$ cat src/rtl/reg_bank_decoder_pkg.sv
// Shared types and helpers for the register-bank access decoder.
package reg_dec_pkg;

  typedef enum logic [1:0] {IDLE, WAIT, RESP, HOLD} state_e;

  localparam int unsigned MAX_WAIT_STATES = 15;

  // Wait counter must be able to hold WAIT_STATES-1 but never be zero bits wide.
  function automatic int unsigned cnt_width(input int unsigned ws);
    int unsigned w;
    w = $clog2(ws + 1);
    return (w < 1) ? 1 : w;
  endfunction

endpackage

$ cat src/rtl/reg_bank_decoder_wait_cnt.sv
// Loadable down-counter that times the wait states before a response.
module reg_dec_wait_cnt
  import reg_dec_pkg::*;
#(
  parameter int unsigned WIDTH = cnt_width(MAX_WAIT_STATES)
) (
  input  logic             clk,
  input  logic             rst_n,
  input  logic             load,
  input  logic [WIDTH-1:0] value,
  output logic             done
);

  logic [WIDTH-1:0] r_cnt;

  always_ff @(posedge clk or negedge rst_n) begin
    if (!rst_n) begin
      r_cnt <= '0;
    end else if (load) begin
      r_cnt <= value;
    end else if (r_cnt != '0) begin
      r_cnt <= r_cnt - WIDTH'(1);
    end
  end

  assign done = (r_cnt == '0);

endmodule

$ cat src/rtl/reg_bank_decoder.sv
// Register-bank access decoder: one host request -> one-hot write strobe or muxed read, then one ack.
// Optional error response on out-of-range accesses with REG_DEC_ERR_RESP_EN.
module reg_bank_decoder
  import reg_dec_pkg::*;
#(
  parameter int unsigned NUM_REGS    = 4,
  parameter int unsigned W_WIDTH     = 8,
  parameter int unsigned ADDR_W      = 4,
  parameter int unsigned BASE_ADDR   = 0,
  parameter int unsigned WAIT_STATES = 0
) (
  input  logic                          clk,
  input  logic                          rst_n,
  input  logic                          sel_en,
  input  logic                          wr_rd_s,
  input  logic [ADDR_W-1:0]             addr,
  input  logic [W_WIDTH-1:0]            wdata,
  input  logic [NUM_REGS*W_WIDTH-1:0]   reg_rdata_in,
  output logic [NUM_REGS-1:0]           wr_en,
  output logic [W_WIDTH-1:0]            wr_data,
  output logic [W_WIDTH-1:0]            rd_data,
  output logic                          ack,
  output logic                          err
);

  localparam int unsigned WS    = (WAIT_STATES > MAX_WAIT_STATES) ? MAX_WAIT_STATES : WAIT_STATES;
  localparam int unsigned CNT_W = cnt_width(WS);
  localparam logic [CNT_W-1:0] LOAD_VAL = (WS > 0) ? CNT_W'(WS - 1) : '0;
  localparam logic [ADDR_W:0]  BASE_EXT = (ADDR_W+1)'(BASE_ADDR);
  localparam logic [ADDR_W:0]  NREG_EXT = (ADDR_W+1)'(NUM_REGS);

  state_e               r_state;
  logic [ADDR_W-1:0]    r_addr;
  logic                 r_wr;
  logic [W_WIDTH-1:0]   r_wdata;
  logic [W_WIDTH-1:0]   r_rd_capt;

  logic                 w_load;
  logic                 w_done;
  logic [ADDR_W-1:0]    w_dec_addr;
  logic [ADDR_W:0]      w_idx;
  logic                 w_in_range;
  logic [NUM_REGS-1:0]  w_onehot;
  logic [W_WIDTH-1:0]   w_rd_mux;

  assign w_load = (r_state == IDLE) && sel_en;

  reg_dec_wait_cnt #(.WIDTH(CNT_W)) u_wait_cnt (
    .clk   (clk),
    .rst_n (rst_n),
    .load  (w_load),
    .value (LOAD_VAL),
    .done  (w_done)
  );

  // With no wait states RESP is entered straight from IDLE, so decode the live address there.
  assign w_dec_addr = (r_state == IDLE) ? addr : r_addr;
  assign w_idx      = {1'b0, w_dec_addr} - BASE_EXT;
  assign w_in_range = ({1'b0, w_dec_addr} >= BASE_EXT) && (w_idx < NREG_EXT);

  always_comb begin
    w_onehot = '0;
    w_rd_mux = '0;
    for (int unsigned i = 0; i < NUM_REGS; i++) begin
      if (w_in_range && (w_idx == (ADDR_W+1)'(i))) begin
        w_onehot[i] = 1'b1;
        w_rd_mux    = reg_rdata_in[i*W_WIDTH +: W_WIDTH];
      end
    end
  end

  always_ff @(posedge clk or negedge rst_n) begin
    if (!rst_n) begin
      r_state   <= IDLE;
      r_addr    <= '0;
      r_wr      <= 1'b0;
      r_wdata   <= '0;
      r_rd_capt <= '0;
      wr_en     <= '0;
      wr_data   <= '0;
      rd_data   <= '0;
      ack       <= 1'b0;
    end else begin
      wr_en   <= '0;
      rd_data <= '0;
      ack     <= 1'b0;
      case (r_state)
        IDLE: begin
          if (sel_en) begin
            r_addr  <= addr;
            r_wr    <= wr_rd_s;
            r_wdata <= wdata;
            if (WS > 0) begin
              r_state <= WAIT;
            end else begin
              r_state   <= RESP;
              r_rd_capt <= w_rd_mux;
            end
          end
        end
        WAIT: begin
          if (!sel_en) begin
            r_state <= IDLE;
          end else if (w_done) begin
            r_state   <= RESP;
            r_rd_capt <= w_rd_mux;
          end
        end
        RESP: begin
          r_state <= HOLD;
          ack     <= 1'b1;
          if (w_in_range) begin
            if (r_wr) begin
              wr_en   <= w_onehot;
              wr_data <= r_wdata;
            end else begin
              rd_data <= r_rd_capt;
            end
          end
        end
        HOLD: begin
          if (!sel_en) r_state <= IDLE;
        end
        default: r_state <= IDLE;
      endcase
    end
  end

`ifdef REG_DEC_ERR_RESP_EN
  always_ff @(posedge clk or negedge rst_n) begin
    if (!rst_n) begin
      err <= 1'b0;
    end else begin
      err <= (r_state == RESP) && !w_in_range;
    end
  end
`else
  assign err = 1'b0;
`endif

endmodule

$ cat config.mk
export PLATFORM = sky130hd
export DESIGN_NAME = reg_bank_decoder
export DESIGN_NICKNAME = d
export VERILOG_FILES = /design/src/rtl/reg_bank_decoder_pkg.sv /design/src/rtl/reg_bank_decoder_wait_cnt.sv /design/src/rtl/reg_bank_decoder.sv
export SDC_FILE = /design/constraint.sdc
export NUM_CORES = 1
export LEC_CHECK = 0
export ABC_AREA = 1
export BUFFER_PORTS_ARGS = -buffer_cell sky130_fd_sc_hd__clkbuf_2
export CORE_ASPECT_RATIO = 1.5
export CORE_UTILIZATION = 50
export CTS_CLUSTER_DIAMETER = 30
export CTS_CLUSTER_SIZE = 8
export DETAILED_ROUTE_END_ITERATION = 16
export PLACE_DENSITY = 0.79
export SETUP_SLACK_MARGIN = 0.2
export SLEW_MARGIN = 25
export SYNTH_ARGS = -nofsm -noshare
export SYNTH_HDL_FRONTEND = slang
export SYNTH_HIERARCHICAL = 1
export SYNTH_SLANG_ARGS = --single-unit
export TNS_END_PERCENT = 30
$ cat constraint.sdc
create_clock -name clk -period 2 [get_ports clk]
set_clock_uncertainty 0.2 [all_clocks]
set_input_delay 0 -clock clk [delete_from_list [all_inputs] [get_ports clk]]
set_output_delay 0 -clock clk [all_outputs]
set_load 0.02 [all_outputs]
Word-level counts from Yosys, hierarchy flattened
Index checks and enable logic that the tools add are counted.
{"block": "op_classes", "n_addsub": 1, "magnitude_cmp": 1, "eq_ne": 11, "n_mux": 27, "reduce_logical": 12}
{"op": "$mux W8", "count": 10}
{"op": "$mux W4", "count": 4}
{"op": "$pmux W8 S2", "count": 1}
{"op": "$eq A4 B2 Y1 const B", "count": 2}
{"op": "$mux W2", "count": 4}
{"op": "$ne A2 B2 Y1 const B", "count": 4}
{"op": "$pmux W2 S4", "count": 1}
{"op": "$mux W1", "count": 7}
{"op": "$reduce_and A3 Y1", "count": 2}
{"op": "$logic_and A1 B1 Y1", "count": 5}
{"op": "$logic_not A5 Y1", "count": 1}
{"op": "$eq A2 B2 Y1 const B", "count": 2}
{"op": "$eq A4 B1 Y1 const B", "count": 1}
{"op": "$lt A4 B3 Y1 const B", "count": 1}
{"op": "$reduce_and A4 Y1", "count": 1}
{"op": "$ne A3 B3 Y1 const B", "count": 1}
{"op": "$eq A2 B1 Y1 const B", "count": 1}
{"op": "$logic_not A2 Y1", "count": 1}
{"op": "$reduce_and A2 Y1", "count": 1}
{"op": "$reduce_bool A2 Y1", "count": 1}
{"op": "$sub A1 B1 Y1 const B", "count": 1}
{"block": "word_totals", "register_bits": 45, "inputBits": 48, "out_inout_bits": 22, "word_cells": 62}

Depth between registers and ports, before layout
{"block": "logic_depth", "ltp_word": 11, "ltp_mapped": 10, "depth_no_buf": 10}

Modules after synthesis
The synthesis kept the hierarchy.
{"mod": "reg_bank_decoder", "n_inst": 1, "cells_per_inst": 242, "area_each_um2": 2033.2, "seq_area_each_um2": 1101.1}
{"mod": "reg_dec_wait_cnt", "n_inst": 1, "cells_per_inst": 4, "area_each_um2": 36.3, "seq_area_each_um2": 25.0}

Least setup slack after synthesis
OpenSTA, ideal clock, no wires.
{"block": "synth_path", "kind": "register -> register", "startpoint": "register r_state[1]", "endpoint": "register r_rd_capt[0]", "setup_ns": 0.071, "t_arrival_ns": 1.201, "required_time_ns": 1.729, "setup_slack_ns": 0.527, "path_stages_with_launch": 9, "path_buffers": 1, "period_less_slack_ns": 1.473, "path_cell_list": "dfrtp_1 > nor2_2 > nand2_1 > nand2_1 > buf_2 > nand4_1 > nand3_1 > nor2_1 > nor2_1"}
{"block": "synth_between", "elab_chain_cells": 11, "elab_cells_between_ends": 25, "classes_between": "order compare: 1; eq/ne: 7; mux: 9; reduce/logical: 8"}
{"element": "start, declared", "line": "reg_bank_decoder.sv:32", "rtl": "state_e r_state;"}
{"element": "start signal, assigned", "line": "reg_bank_decoder.sv:74", "rtl": "r_state <= IDLE;"}
{"element": "start signal, assigned", "line": "reg_bank_decoder.sv:94", "rtl": "r_state <= WAIT;"}
{"element": "start signal, assigned", "line": "reg_bank_decoder.sv:96", "rtl": "r_state <= RESP;"}
{"element": "$logic_not A2 Y1", "line": "reg_bank_decoder.sv:57, reg_bank_decoder.sv:87"}
{"element": "$mux W4", "line": "reg_bank_decoder.sv:57", "rtl": "assign w_dec_addr = (r_state == IDLE) ? addr : r_addr;"}
{"element": "$lt A4 B3 Y1 or $logic_not A5 Y1 (tied branches)", "line": "reg_bank_decoder.sv:59, reg_bank_decoder.sv:65"}
{"element": "$logic_and A1 B1 Y1", "line": "reg_bank_decoder.sv:65", "rtl": "if (w_in_range && (w_idx == (ADDR_W+1)'(i))) begin"}
{"element": "$mux W8 (4 in series)", "line": "reg_bank_decoder.sv:65"}
{"element": "$mux W8", "line": "reg_bank_decoder.sv:104", "rtl": "end else if (w_done) begin"}
{"element": "$mux W8", "line": "reg_bank_decoder.sv:102", "rtl": "if (!sel_en) begin"}
{"element": "$pmux W8 S2", "line": "reg_bank_decoder.sv:87", "rtl": "case (r_state)"}
{"element": "end signal, assigned", "line": "reg_bank_decoder.sv:97", "rtl": "r_rd_capt <= w_rd_mux;"}
{"element": "end signal, assigned", "line": "reg_bank_decoder.sv:106", "rtl": "r_rd_capt <= w_rd_mux;"}
{"element": "end, declared", "line": "reg_bank_decoder.sv:36", "rtl": "logic [W_WIDTH-1:0] r_rd_capt;"}
Parallel ways exist; a longest one is shown, timed or not. The select of a mux whose other input is x is not followed.
A chain may end at the register's enable or synchronous reset.

Worst setup path after layout
{"block": "layout_path", "startpoint": "register r_addr[3]", "endpoint": "register r_rd_capt[3]"}
{"block": "layout_between", "elab_chain_cells": 10, "elab_cells_between_ends": 18, "classes_between": "order compare: 1; eq/ne: 3; mux: 9; reduce/logical: 5"}
{"element": "start, declared", "line": "reg_bank_decoder.sv:33", "rtl": "logic [ADDR_W-1:0] r_addr;"}
{"element": "start signal, assigned", "line": "reg_bank_decoder.sv:90", "rtl": "r_addr <= addr;"}
{"element": "$mux W4 *", "line": "reg_bank_decoder.sv:57"}
{"element": "$lt A4 B3 Y1 or $logic_not A5 Y1 (tied branches)", "line": "reg_bank_decoder.sv:59, reg_bank_decoder.sv:65"}
{"element": "$logic_and A1 B1 Y1", "line": "reg_bank_decoder.sv:65"}
{"element": "$mux W8 (3 in series)", "line": "reg_bank_decoder.sv:65"}
{"element": "$mux W8 *", "line": "reg_bank_decoder.sv:65"}
{"element": "$mux W8", "line": "reg_bank_decoder.sv:104"}
{"element": "$mux W8", "line": "reg_bank_decoder.sv:102"}
{"element": "$pmux W8 S2 *", "line": "reg_bank_decoder.sv:87"}
Every way passes the cells marked *; elsewhere a longest branch is shown, timed or not. The select of a mux whose other input is x is not followed.

==> qor.txt <==
====================================================================================
Number of vias after detailed routing                                           2251
Data arrival time of the critical path                                       1890 ps
Worst Path Class, Setup                                                   reg -> reg
Clk Tree Root Cell                                                          clkbuf_8
Post-DRT Antenna Nets                                                              0
DRC violation total after the first TritonRoute iteration                        115
Share of total power in the clock network                                      0.179
Total Neg Setup Slack                                                           0 ps
Crit path launch type                                                       register
Slew Limit Headroom                                                            0.612
Final max-slew violation count                                                     0
Top cell type's share of synthesized area                                      0.544
Average cell area after synthesis                                           8.41 µm²
Flop2flop setup slack                                                         130 ps
Core Region                                                                 3960 µm²
Number of antenna violations at the first check in global routing                  0
Net Switching                                                                1.32 mW
Share of cells above drive strength 1                                          0.272
Clock latency on the worst-skew pair                                          300 ps
Final Hold Vio Count                                                               0
Leak Pwr                                                                     1.58 nW
Worst EP required                                                            2020 ps
Cell types with the largest area share after synthesis                  dfrtp_1, nand2_1, nand4_1, nor2_1, o21ai_0
Final layout net count                                                           414
Via count of the first global-routing pass                                      2066
Overall track demand over capacity in global routing                           0.281
Part of the total power dissipated in combinational logic                      0.408
First-pass iteration count of the detailed router                                  5
Category of the worst setup path capture point                              register
Net switching share of the total power                                         0.410
Initial cell density of the core                                               0.523
Pin count of the biggest net entering global routing                              28
Endpoints failing setup                                                            0
Longest Clk Path Bufs                                                              2
Gr ovfl total                                                                      0
Largest driver fanout on the critical path                                        14
Final Total Pwr                                                              3.21 mW
Area of the mapped netlist                                                  2070 µm²
Antenna Diode Count                                                                0
Logic depth of the worst register-to-register path                                 9
Flop and latch count out of synthesis                                             45
Max-cap check violation count                                                      0
Internal Dissipation                                                         1.89 mW
Clock-pin slew on the worst setup and hold paths                               90 ps
Count of unique library cells instantiated by Yosys                               22
Boundary Pins                                                                     70
First-pass GRT wire length                                                   8.83 mm
IR Drop Worst-Case VDD                                                        809 µV
Die footprint                                                               4410 µm²
Highest attainable clock frequency                                           535 MHz
Average wire length per cell after detail routing                            15.5 µm
Power per unit of standard cell area                                     1050 nW/µm²
Die outline height                                                           80.8 µm
Number of clock sinks                                                             45
Number of buffers created by CTS                                                   5
Synthesized instance count                                                       246
Final critical-path required period                                          1870 ps
Worst-Margin Slew                                                             583 ps
Count of yosys warnings during synthesis                                           6
Unrepaired setup endpoints after global routing                                 true
Status                                                                  finished clean
Sequential group share of total power                                          0.414
Most frequent cells in the layout                                       clkbuf_2, dlygate4sd3_1, dfrtp_1
Most area-hungry cell type in the Yosys netlist                              dfrtp_1
Width of the chip                                                            54.5 µm
Sequential fraction of the synthesis area                                      0.544
Final Worst Setup Slack                                                       131 ps
DP Wirelength                                                                3.26 mm
Residual DRC count                                                                 0
Weighted congestion at the end of routability-driven global placement          0.780
Kind of path behind the tightest hold check                              in -> async
Reg-to-reg startpoint                                                      r_addr[3]
CTS H-Tree Depth                                                                   2
Destination of the worst register-to-register timing path               r_rd_capt[3]
Final wirelength                                                             6.37 mm
CTS tree                                                                       built
Site Rows                                                                         28
Post-placement setup slack                                                    239 ps
Crit share post-route                                                          0.934
Number of vias per cell after detailed routing                                  5.46
Most common library cell in the layout ignoring fill and taps               clkbuf_2
Number of input and output port buffers inserted                                  68
Area growth syn-to-layout                                                      48.4%
====================================================================================
[power groups by stage]
stage	registers [mW]	logic [mW]	clock network, mW
floorplan	1.43	0.702	0
detailed placement	1.33	1.07	0
CTS	1.32	1.15	0.573
global placement	1.32	1.04	0
finish	1.33	1.31	0.574
global route	1.36	1.44	0.613
[critical path, cell delays in order, from the launching register on]
cell	delay, ps
dfrtp_1	380
nor2_1	240
nand2_2	200
nand2_8	150
nand2_2	100
nor2_4	160
nand2_1	90
nand2_1	80
nor2_1	50
nor2_1	120
[cell usage after synthesis, drive strengths merged]
master	number
o21ai	26
buf	9
conb	1
nand2	48
o22ai	1
clkbuf	3
dfrtp	45
nor3	2
nand3b	1
inv	32
nor2	42
nand3	12
nand4	24
[timing repair]
item,4_1_cts,5_1_grt
buffers inserted,0,1
hold buffers,47,0
hold endpoints to repair,68,0
resized for setup,0,8
setup endpoints to repair,0,8
[kinds of logic (layout without fill, tap and decap cells)]
| kind of cell | after synthesis | after routing | share of synthesized area |
|---|---|---|---|
| AO/OA/AOI/OAI | 27 | 27 | 0.0659 |
| buffers and inverters | 44 | 163 | 0.0943 |
| AND/OR/NAND/NOR | 129 | 130 | 0.294 |
| flip-flops | 45 | 45 | 0.544 |
| other | 1 | 2 | 0.00181 |
[worst max path at each step]
stage / from / end / slack (ps) / depth (start not counted)
3_3_place_gp: r_state[1] / r_rd_capt[0] / 280 / 7
6_report: r_addr[3] / r_rd_capt[3] / 130 / 9
5_1_grt: r_addr[3] / r_rd_capt[3] / 90 / 9
3_5_place_dp: r_state[0] / r_rd_capt[0] / 240 / 7
2_1_floorplan: r_state[1] / r_rd_capt[0] / 530 / 8
4_1_cts: r_state[0] / r_rd_capt[0] / 200 / 7
[flip-flops by register name (all words and copies together) (netlist names), 2 cells and up]
name,cells
r_rd_capt,8
r_wdata,8
rd_data,8
wr_data,8
r_addr,4
wr_en,4
r_state,2
[through the flow]
stage                     std cells   util  hold slack [ps]  instance area [µm²]
after global routing            412  0.776             81.1                 3070
after detailed placement        355  0.618             -176                 2450
final                           412  0.776             27.0                 3070
after CTS                       410  0.760             39.4                 3010
after global placement          355  0.618             -191                 2450
after floorplan                 247      -             -496                 2070
[cell type report]
type / instances / area [µm²]
inverters: 32 / 120
repair buffers: 123 / 883
clock buffers: 5 / 68.8
clock inverters: 3 / 21.3
fillers: 261 / 887
multi-input cells: 159 / 795
well taps: 45 / 56.3
flip-flops and latches: 45 / 1130
[routing by layer]
layer,up-vias,GRT usage,part of all wire
met5,-,0,0
met3,44,0.0487,0.068
met1,1013,0.308,0.36
met2,161,0.504,0.52
met4,0,0.126,0.056
li1,1033,-,-
Power figures use the tool's default switching activity.
